[config.mk]
export PLATFORM = sky130hd
export DESIGN_NAME = lab1_sweep_ctrl
export DESIGN_NICKNAME = d
export VERILOG_FILES = /design/src/rtl/lab1_sweep_ctrl.sv
export SDC_FILE = /design/constraint.sdc
export NUM_CORES = 1
export LEC_CHECK = 0
export CAP_MARGIN = 20
export CORE_MARGIN = 4
export CORE_UTILIZATION = 46
export CTS_CLUSTER_SIZE = 25
export DETAILED_ROUTE_END_ITERATION = 10
export MAX_ROUTING_LAYER = met4
export PLACE_DENSITY = 0.79
export RECOVER_POWER = 50
export SLEW_MARGIN = 40
export SYNTH_ARGS = -nofsm -noshare
export SYNTH_HDL_FRONTEND = slang
export SYNTH_SLANG_ARGS = --single-unit
[constraint.sdc]
create_clock -name clk -period 1.53 [get_ports clk]
set_input_delay 0.153 -clock clk [delete_from_list [all_inputs] [get_ports clk]]
set_output_delay 0.153 -clock clk [all_outputs]
set_load 0.005 [all_outputs]
[src/rtl/lab1_sweep_ctrl.sv]
// rtl/lab1_sweep_ctrl.sv - on-chip 16-vector sweep and cross-check of the Lab1 F(A,B,C,D) implementations
// Optional feature macro: LAB1_SWEEP_STOP_ON_ERR_EN (end the sweep at the first disagreeing vector)
module lab1_sweep_ctrl #(
    parameter int HOLD_CYCLES = 4,
    parameter int NUM_VEC     = 16
) (
    input  logic        clk,
    input  logic        rst,
    input  logic        start,
    output logic [3:0]  abcd,
    input  logic [2:0]  f_in,
    output logic        busy,
    output logic        done,
    output logic [15:0] truth,
    output logic [4:0]  mismatch_cnt,
    output logic [3:0]  first_bad,
    output logic        first_bad_vld
);

    typedef enum logic [1:0] {
        S_IDLE,
        S_DRIVE,
        S_SAMPLE,
        S_DONE
    } state_t;

    localparam logic [7:0] HOLD_RELOAD = 8'(HOLD_CYCLES - 1);
    localparam logic [3:0] LAST_IDX    = 4'(NUM_VEC - 1);

    state_t     state;
    state_t     state_nxt;
    logic [3:0] idx;
    logic [7:0] hold;
    logic       vec_bad;
    logic       last_vec;
    logic       stop_now;
    logic       launch;

    // The three implementations agree only when their outputs are all 0 or all 1.
    assign vec_bad  = (f_in != 3'b000) && (f_in != 3'b111);
    assign last_vec = (idx == LAST_IDX);
    assign launch   = start && ((state == S_IDLE) || (state == S_DONE));

`ifdef LAB1_SWEEP_STOP_ON_ERR_EN
    assign stop_now = vec_bad;
`else
    assign stop_now = 1'b0;
`endif

    // idx is 0 in IDLE, and in DONE it rests on the last vector (4'hF) or the failing one.
    assign abcd = idx;

    // State register.
    always_ff @(posedge clk) begin
        if (rst) begin
            state <= S_IDLE;
        end else begin
            state <= state_nxt;
        end
    end

    // Next-state and status outputs.
    always_comb begin
        state_nxt = state;
        busy      = 1'b0;
        done      = 1'b0;
        case (state)
            S_IDLE: begin
                if (start) begin
                    state_nxt = S_DRIVE;
                end
            end
            S_DRIVE: begin
                busy = 1'b1;
                if (hold == 8'd0) begin
                    state_nxt = S_SAMPLE;
                end
            end
            S_SAMPLE: begin
                busy = 1'b1;
                if (last_vec || stop_now) begin
                    state_nxt = S_DONE;
                end else begin
                    state_nxt = S_DRIVE;
                end
            end
            S_DONE: begin
                done = 1'b1;
                if (start) begin
                    state_nxt = S_DRIVE;
                end
            end
            default: begin
                state_nxt = S_IDLE;
            end
        endcase
    end

    // Vector index, hold counter and result capture.
    always_ff @(posedge clk) begin
        if (rst) begin
            idx           <= 4'd0;
            hold          <= 8'd0;
            truth         <= 16'd0;
            mismatch_cnt  <= 5'd0;
            first_bad     <= 4'd0;
            first_bad_vld <= 1'b0;
        end else if (launch) begin
            idx           <= 4'd0;
            hold          <= HOLD_RELOAD;
            truth         <= 16'd0;
            mismatch_cnt  <= 5'd0;
            first_bad_vld <= 1'b0;
        end else if (state == S_DRIVE) begin
            if (hold != 8'd0) begin
                hold <= hold - 8'd1;
            end
        end else if (state == S_SAMPLE) begin
            truth[idx] <= f_in[0];
            if (vec_bad) begin
                mismatch_cnt <= mismatch_cnt + 5'd1;
                if (!first_bad_vld) begin
                    first_bad     <= idx;
                    first_bad_vld <= 1'b1;
                end
            end
            if (!(last_vec || stop_now)) begin
                idx  <= idx + 4'd1;
                hold <= HOLD_RELOAD;
            end
        end
    end

endmodule

==> results.toml, run 1 <==
[status]
outcome = "finished clean"

[cells_and_area]
n_fill_cell = 330
area_growth_pct = 39.99
regArea_um2 = 812.0
utilization = 0.6806
antennaDiodeCount = 0
nets = 297
instances_no_fill = 332
drive_gt1_frac = 0.2234
multi_input_area_um2 = 1179

[placement]
port-buffer-count = 37
detailed_place_hpwl_um = 3355
dp.cells = 319
dp_slack_ns = -0.2232
gp_congestion = 0.7435

[synth]
synth_warnings = 0
ys_seq_area_frac = 0.4030
syn_inst = 220
ys_ff_latch = 40
synth_cell_types = 38
syn_nets = 236
syn_area_um2 = 1987
avgSynthCellArea_um2 = 9.031

[sta]
timing.fmax_mhz = 657.7
finalMaxSlewViolations = 0
setup_slack_ns = 0.009476
period_needed_ns = 1.521
max_slew_margin = 0.7795
setup_viol = 0
worst_pin_slew_ns = 0.3300
final.period_utilization = 0.9938
hold_viol_final = 0
fin_worst_skew_ns = 0.007293
whs_ns = 0.4789
rsz0062_at_grt = "yes"

[power]
p_leak_nw = 1.210
vdd_drop_max_mv = 0.7593
power.total_mw = 3.717
power_density_nw_per_um2 = 1336

[detailed_routing]
vias = 1731
first_pass_iters = 4
drt_iter0_drc = 88
viasPerCell = 5.214
routed_wl_um = 4570
wl_per_cell_um = 13.77
drc_errors = 0
final_antenna_net_count = 0

[clocking]
cts_root_buffer = "clkbuf_8"
htree_num_levels = 2
holdBufCountCts = 0
cts_tree = "built"
clkTransAtPathRegs_ns = 0.08
clk_latency_ns = 0.30
cts_num_sinks = 40
cts_buffer_depth = 2
cts_buffers = 5

[critical_path]
cp_top_family = "simple AND/OR/NAND/NOR gates"
arrival_ns = 1.74
end_kind = "flip-flop"
required_ns = 1.75
crit_fanout = 5
path_cells = "ha_4, and2b_2, nand3_4, nor3b_4, mux2i_1"
critPathMaxStageDelay_ns = 0.38
crit_type = "flip-flop to flip-flop"
path_buf_inv = 0
crit_path_start_kind = "flip-flop"
cpMaxStageDelayCell = "dfxtp_4"

[grt]
grt_use_total = 0.1937
grt_antenna_before_repair = 0
grt_remaining_overflow = 0
grt_max_degree = 18
grt_pass1_vias = 1733
grt_pass1_wl_um = 7886

[worst_hold_path]
holdCritPathClass = "flip-flop to flip-flop"

[floorplan]
fp.dieH_um = 73.72
rows = 23
io_pins = 38
die-area_um2 = 5435
start_util = 0.4862
die_x_um = 73.72
core_area_um2 = 4086

[flow_run]
cap_violations = 0
-- cell usage after synthesis (all sizes together) --
cell type,n,share of area
xnor2,3,0.013
or3,5,0.016
nor3b,1,0.0094
o21ai,5,0.014
nor4,1,0.0063
nand2,14,0.026
buf,6,0.015
ha,10,0.063
nor4b,1,0.012
nor3,5,0.013
clkbuf,5,0.0094
a221o,1,0.0050
nor2b,3,0.0094
o2111ai,2,0.012
nand4,5,0.016
inv,9,0.017
o211ai,2,0.010
and2b,1,0.0044
and3,3,0.0094
nand4b,1,0.0044
o2111a,1,0.0057
a211oi,3,0.011
nand3,15,0.040
nand2b,12,0.039
nor2,29,0.055
dfxtp,40,0.40
or4,1,0.0057
a21oi,9,0.023
xor2,5,0.022
mux2i,21,0.11
o41ai,1,0.0044
-- tightest hold or removal path, stage by stage, from the launching register on --
cell,delay [ns]
dfxtp_1,0.31
nand2b_1,0.06
mux2i_1,0.06
-- power by group --
part / internal, mW / leakage, nW / switching, mW
combinational: 0.833 / 0.829 / 0.768
clock: 0.483 / 0.0541 / 0.393
sequential: 1.14 / 0.327 / 0.103
total: 2.45 / 1.21 / 1.26
-- path summary, 6_finish.rpt --
| path | from | end | slack [ns] | cells after the start |
|---|---|---|---|---|
| worst min-delay path | first_bad[3]$_SDFFE_PP0P_ | first_bad[3]$_SDFFE_PP0P_ | 0.48 | 2 |
| worst min register to register | first_bad[3]$_SDFFE_PP0P_ | first_bad[3]$_SDFFE_PP0P_ | 0.48 | 2 |
| worst max register to register | state[0]$_SDFFE_PP0P_ | first_bad[0]$_SDFFE_PP0P_ | 0.009 | 5 |
| worst max-delay path | state[0]$_SDFFE_PP0P_ | first_bad[0]$_SDFFE_PP0P_ | 0.009 | 5 |
-- metal layers --
metal,vias to the layer above,wire [um],GRT usage
li1,889,-,-
met1,804,2091,0.2283
met2,29,2256,0.3031
met3,9,129,0.04651
met4,0,93,0.1026
met5,-,0,-
-- stage by stage --
stage               cell area (um2)  setup TNS (ns)
floorplan                      1998               0
global placement               2552          -1.415
detailed placement             2552          -2.264
CTS                            2706        -0.01011
global route                   2781         -0.3575
finish                         2781               0
-- layout make-up --
| class | instances | share of cell area |
|---|---|---|
| sequential | 40 | 0.2919 |
| clock buffer | 5 | 0.02474 |
| multi-input combinational | 160 | 0.4238 |
| timing repair buffer | 65 | 0.2096 |
| clock inverter | 3 | 0.01529 |
| inverter | 9 | 0.01215 |
| tap | 50 | 0.02249 |
-- sequential cells by signal (all words and copies together), names as in the netlist --
signal         cells
truth             16
hold               8
mismatch_cnt       5
abcd               4
first_bad          4
state              2
first_bad_vld      1
-- placed cells by master (no fill, tap or decap), types with 3 or more instances in the layout --
master            n
dfxtp_1          33
nor2_1           29
dlygate4sd3_1    25
buf_4            25
mux2i_1          21
nand3_1          14
nand2_1          13
nand2b_1         11
clkdlybuf4s50_1  10
a21oi_1           9
ha_1              8
inv_1             7
dfxtp_2           6
xor2_1            5
or3_1             5
nand4_1           5
clkbuf_8          5
o21ai_0           4
nor3_1            4
a211oi_1          3
xnor2_1           3
-- logic make-up after synthesis --
kind of cell / after synthesis / share of synthesized area
xor+xnor: 8 / 0.03527
mux: 21 / 0.1058
flops: 40 / 0.4030
simple gates: 97 / 0.2657
fa+ha+maj: 10 / 0.06297
compound gates: 24 / 0.08564
buf+inv: 20 / 0.04156
-- timing repair --
action / 4_1_cts / 5_1_grt
cloned: 0 / 0
gates resized for setup: 13 / 12
endpoints found under the hold margin: 0 / 0
pin swaps: 2 / 4
buffers inserted: 1 / 4
endpoints found under the setup margin: 29 / 16
Power figures use the tool's default switching activity.
==> run 2: changes to the inputs <==
--- a/config.mk
+++ b/config.mk
@@ -13,7 +13,6 @@
 export MAX_ROUTING_LAYER = met4
 export PLACE_DENSITY = 0.79
 export RECOVER_POWER = 50
-export SLEW_MARGIN = 40
 export SYNTH_ARGS = -nofsm -noshare
 export SYNTH_HDL_FRONTEND = slang
 export SYNTH_SLANG_ARGS = --single-unit
==> results of run 2 <==
Same layout as run 1: the final DEF is identical, and so are final timing and power.
